$ cat src/rtl/display_pkg.sv
// display_pkg: shared state encodings, frame constants and BCD helper for the result display
package display_pkg;
    localparam logic [1:0] ST_IDLE  = 2'b00;
    localparam logic [1:0] ST_READY = 2'b01;
    localparam logic [1:0] ST_BUSY  = 2'b10;
    localparam logic [1:0] ST_RES   = 2'b11;
    localparam logic [5:0] HDR_PREFIX = 6'b101010;
    localparam int NDIG    = 10;
    localparam int FRAME_W = 8 + 8 * NDIG;
    typedef enum logic [2:0] {IDLE, CONV, HDR, PAY, DONE} fsm_t;
    // add 3 to every digit >= 5 ahead of the next double-dabble shift
    function automatic logic [4*NDIG-1:0] bcd_adj(input logic [4*NDIG-1:0] v);
        logic [4*NDIG-1:0] r;
        for (int i = 0; i < NDIG; i++)
            r[4*i +: 4] = (v[4*i +: 4] >= 4'd5) ? v[4*i +: 4] + 4'd3 : v[4*i +: 4];
        return r;
    endfunction
endpackage

$ cat src/rtl/display_module_bin2bcd32.sv
// bin2bcd32: iterative shift-add-3 converter, done pulses 32 cycles after start
module bin2bcd32
    import display_pkg::*;
(
    input  logic        clk,
    input  logic        rst,
    input  logic        start,
    input  logic [31:0] bin,
    output logic        busy,
    output logic        done,
    output logic [39:0] bcd
);
    logic [31:0] sh;
    logic [4:0]  cnt;
    logic [39:0] adj;
    assign adj = bcd_adj(bcd);
    // first shift happens on the start edge itself (nothing to adjust from zero)
    always_ff @(posedge clk) begin
        if (rst) begin
            sh   <= '0;
            bcd  <= '0;
            cnt  <= '0;
            busy <= 1'b0;
            done <= 1'b0;
        end else if (start) begin
            sh   <= {bin[30:0], 1'b0};
            bcd  <= {39'b0, bin[31]};
            cnt  <= 5'd1;
            busy <= 1'b1;
            done <= 1'b0;
        end else if (busy) begin
            bcd  <= {adj[38:0], sh[31]};
            sh   <= {sh[30:0], 1'b0};
            cnt  <= cnt + 5'd1;
            busy <= cnt != 5'd31;
            done <= cnt == 5'd31;
        end else begin
            done <= 1'b0;
        end
    end
endmodule

$ cat src/rtl/display_module.sv
// display_module: frames a header (plus BCD results in state 11) on DS at every system state change
module display_module
    import display_pkg::*;
(
    input  logic        clk,
    input  logic        rst,
    input  logic [1:0]  state,
    input  logic [31:0] ret22,
    input  logic [31:0] ret33,
    output logic [1:0]  DS
);
    fsm_t                fsm, fsm_d;
    logic [1:0]          state_q, ds_d;
    logic [FRAME_W-1:0]  sr, sr_d;
    logic [6:0]          cnt, cnt_d;
    logic                res_q, res_d;
    logic                chg, start, sending, hdr_end, pay_end, conv_done;
    logic                busy22, busy33, done22, done33;
    logic [39:0]         bcd22, bcd33;

    assign chg       = state != state_q;
    assign start     = chg && state == ST_RES;
    assign sending   = fsm == HDR || fsm == PAY;
    assign hdr_end   = fsm == HDR && cnt == 7'd7;
    assign pay_end   = fsm == PAY && cnt == 7'd79;
    assign conv_done = fsm == CONV && done22 && done33 && !busy22 && !busy33;

    bin2bcd32 u_cv22 (.clk(clk), .rst(rst), .start(start), .bin(ret22), .busy(busy22), .done(done22), .bcd(bcd22));
    bin2bcd32 u_cv33 (.clk(clk), .rst(rst), .start(start), .bin(ret33), .busy(busy33), .done(done33), .bcd(bcd33));

    always_ff @(posedge clk) begin
        if (rst) begin
            fsm     <= IDLE;
            state_q <= ST_IDLE;
            sr      <= '0;
            cnt     <= '0;
            res_q   <= 1'b0;
            DS      <= 2'b00;
        end else begin
            fsm     <= fsm_d;
            state_q <= state;
            sr      <= sr_d;
            cnt     <= cnt_d;
            res_q   <= res_d;
            DS      <= ds_d;
        end
    end

    // any change wins over whatever phase the current frame is in
    always_comb begin
        fsm_d = chg ? (state == ST_IDLE ? IDLE : state == ST_RES ? CONV : HDR)
              : conv_done ? HDR
              : hdr_end ? (res_q ? PAY : DONE)
              : pay_end ? DONE
              : fsm;
    end

    // the restart edge itself emits 00, so a restarted frame begins one cycle later
    always_comb begin
        sr_d  = chg ? {HDR_PREFIX, state, 80'b0}
              : conv_done ? {HDR_PREFIX, ST_RES, bcd22, bcd33}
              : sending ? {sr[FRAME_W-2:0], 1'b0}
              : sr;
        cnt_d = (chg || conv_done || hdr_end) ? 7'd0 : sending ? cnt + 7'd1 : cnt;
        res_d = chg ? state == ST_RES : res_q;
        ds_d  = (!chg && sending) ? {1'b1, sr[FRAME_W-1]} : 2'b00;
    end
endmodule

$ cat config.mk
export PLATFORM = sky130hd
export DESIGN_NAME = display_module
export DESIGN_NICKNAME = d
export VERILOG_FILES = /design/src/rtl/display_pkg.sv /design/src/rtl/display_module_bin2bcd32.sv /design/src/rtl/display_module.sv
export SDC_FILE = /design/constraint.sdc
export NUM_CORES = 1
export LEC_CHECK = 0
export CORE_ASPECT_RATIO = 1.2
export CORE_MARGIN = 8
export CORE_UTILIZATION = 50
export DETAILED_ROUTE_END_ITERATION = 16
export PLACE_DENSITY = 0.76
export SETUP_SLACK_MARGIN = 0.5
export SYNTH_ARGS = -nofsm -noshare
export SYNTH_HDL_FRONTEND = slang
export SYNTH_SLANG_ARGS = --single-unit
$ cat constraint.sdc
create_clock -name clk -period 1.7 [get_ports clk]
set_input_delay 0.51 -clock clk [delete_from_list [all_inputs] [get_ports clk]]
set_output_delay 0.51 -clock clk [all_outputs]
set_load 0.02 [all_outputs]
==> metrics.txt <==
status finished, violations left; failing checks setup timing; hold slack 0.486 ns; largest net degree at the start of global routing 61; endpoint class of the critical path flop; H-tree levels 1; CTS tree built; count of cell types in the netlist 36; mux share of post-synthesis cell area 0.0524; f_max 0.536 GHz; Fin Setup TNS -5.40 ns; post-cts hold buffer count 0; most frequent cells in the layout 244 x nand2_1, 213 x dfxtp_1, 93 x a211oi_2, 84 x nor2_4, 81 x a311oi_2; Synth Area in XOR/XNOR 0.00973; worst-path maximum fanout 6; maxcap violations 0; number of synthesized register bits 259; clk buf depth 3; met2 WL 25900 um; post-DR wirelength/cell 27.4 um; Synth Warn # 0; DRT Wirelength 54000 um; Root Buffer clkbuf_16; wl on met1 18400 um; critical path type reg2reg; Tmin final 1.86 ns; Post-Syn Area 12600 um2; Synth Area in Simple Gates 0.198; peak supply drop 0.00105 V; vias in the first global route 11944; worst-margin pin slew 0.889 ns; worst skew pair latency 0.55 ns; reg-to-reg slack, setup -0.16 ns; PnR worst setup slack -0.165 ns; final instance area 18600 um2; Final GP Congestion 0.781; Seq/Total Area, Yosys 0.412; synth-to-layout area growth 47.9%; Worst-path clk slew 0.07 ns; HP Class in2reg; DRC 0; Max Used Layer met4; Rows 63; DRT Pass-1 Iters 6; commonest non-fill, non-tap cell in the layout nand2_1; die span in x 161 um; initial antenna violation count 1; CTS Buf Count 25; Setup crit start kind flop; total gr overflow 0; GRT Util Overall 0.228; port bufs 69; # fillers 1185; Final setup viols 115; Antenna Nets Post-Route 0; Final Net Count 1744; adder-cell share of the synthesized area 0.0457; largest family of logic cells by synthesized area compound AO/OA/AOI/OAI gates; worst path arrival time 2.29 ns; RSZ-0062 raised after global routing true; Syn Nets 1593; max_slew headroom 0.407; pre-CTS setup slack -0.616 ns; boundary pin count 70; clock sink count 259; Compound-Gate Fraction of Synth Area 0.229; die height 190 um; EDFF count, synth 0; layout cells sized above 1 0.396; Lkg Pwr 6.04 nW; Via Count 13618; core box area 24800 um2; die area 30500 um2; main flop type after synthesis dfxtp_1; Pins Over Slew Limit 0; Final Hold Vio Count 0; Starting Density 0.509; metal3 WL 5800 um; Starting DRT DRC Count 1866; Post-Syn Area per Cell 8.52 um2; P per Cell Area 825 nW/um2; Worst EP required 2.12 ns; Async S/R FF share, synth 0; vias per cell 6.90; period utilization 1.10; Detail Placement HPWL 17200 um; Worst Skew 0.0239 ns; first-pass GRT wire length 59500 um; dpl cell area 14000 um2; Mapped Cells 1479
[path summary, 6_finish.rpt]
| kind | end | start | cells after the start |
|---|---|---|---|
| min | state_q[1]$_SDFF_PP0_ | state[1] | 2 |
| min reg2reg | sr[84]$_SDFFE_PP0N_ | sr[84]$_SDFFE_PP0N_ | 2 |
| max | sr[24]$_SDFFE_PP0P_ | fsm[2]$_SDFFE_PP0P_ | 6 |
| max reg2reg | sr[24]$_SDFFE_PP0P_ | fsm[2]$_SDFFE_PP0P_ | 6 |
[metal layers]
layer,vias up,global-route usage
met4,0,0.0895
li1,5549,-
met1,6422,0.253
met3,409,0.0415
met5,-,0
met2,1238,0.423
[logic make-up (layout without fill, tap and decap cells)]
family / Yosys count / after routing
XOR/XNOR: 14 / 14
buffers and inverters: 154 / 321
AO/OA/AOI/OAI: 358 / 358
other: 0 / 1
flip-flops: 259 / 259
multiplexers: 66 / 66
adder cells (fa/ha/maj): 46 / 46
AND/OR/NAND/NOR: 582 / 584
[through the flow]
| step | instances | utilization | power (mW) |
|---|---|---|---|
| 6_report | 1974 | 0.753 | 15.4 |
| 5_1_grt | 1973 | 0.753 | 15.6 |
| 4_1_cts | 1914 | 0.683 | 14.3 |
| 2_1_floorplan | 1479 | - | 7.52 |
| 3_3_place_gp | 1815 | 0.565 | 8.03 |
| 3_5_place_dp | 1815 | 0.565 | 8.07 |
[worst max-delay path: stages (launching register included)]
cell and delay, ns:
dfxtp_2 0.33, nand4b_1 0.22, or4_4 0.48, buf_12 0.17, buf_8 0.13, buf_16 0.14, a311oi_2 0.27
[layout make-up]
type,count,area (um2),area share
Sequential cell,259,5300,0.284
Tap cell,325,407,0.0218
Clock buffer,35,733,0.0393
Clock inverter,10,100,0.00537
Inverter,43,161,0.00866
Multi-Input combinational cell,1068,8590,0.461
Antenna cell,1,2.50,0.000134
Timing Repair Buffer,233,3340,0.179
[cell usage after synthesis, types with 20 or more instances]
cell / n / area (um2)
buf_2: 20 / 100
a211oi_1: 98 / 736
ha_1: 46 / 576
nand2b_1: 23 / 144
a21oi_1: 73 / 365
a311oi_2: 79 / 1190
nand3_1: 50 / 250
or3_1: 24 / 150
dfxtp_1: 259 / 5180
nand2_1: 246 / 923
o21ai_0: 76 / 380
mux2i_1: 66 / 661
nor2_1: 198 / 743
inv_1: 43 / 161
a31oi_1: 25 / 156
clkbuf_1: 67 / 251
[power by group]
group	switching (mW)	total [mW]	internal, mW
sequential	0.218	6.47	6.26
combinational	1.61	2.93	1.32
clock	2.67	5.97	3.31
[registers in the layout, summed over array words and instances (netlist names), 2 cells and up]
name,cells
u_cv33.cnt,5
u_cv22.cnt,5
fsm,3
sr,88
state_q,2
DS,2
u_cv33.sh,31
cnt,7
u_cv22.sh,31
u_cv22.bcd,40
u_cv33.bcd,40
[repair_timing]
item,CTS,global route
resized for setup,318,234
cloned,25,22
endpoints found under the setup margin,259,259
setup buffers,29,37
pin swaps,76,50
Note: power is estimated with default switching activity, not from simulation.
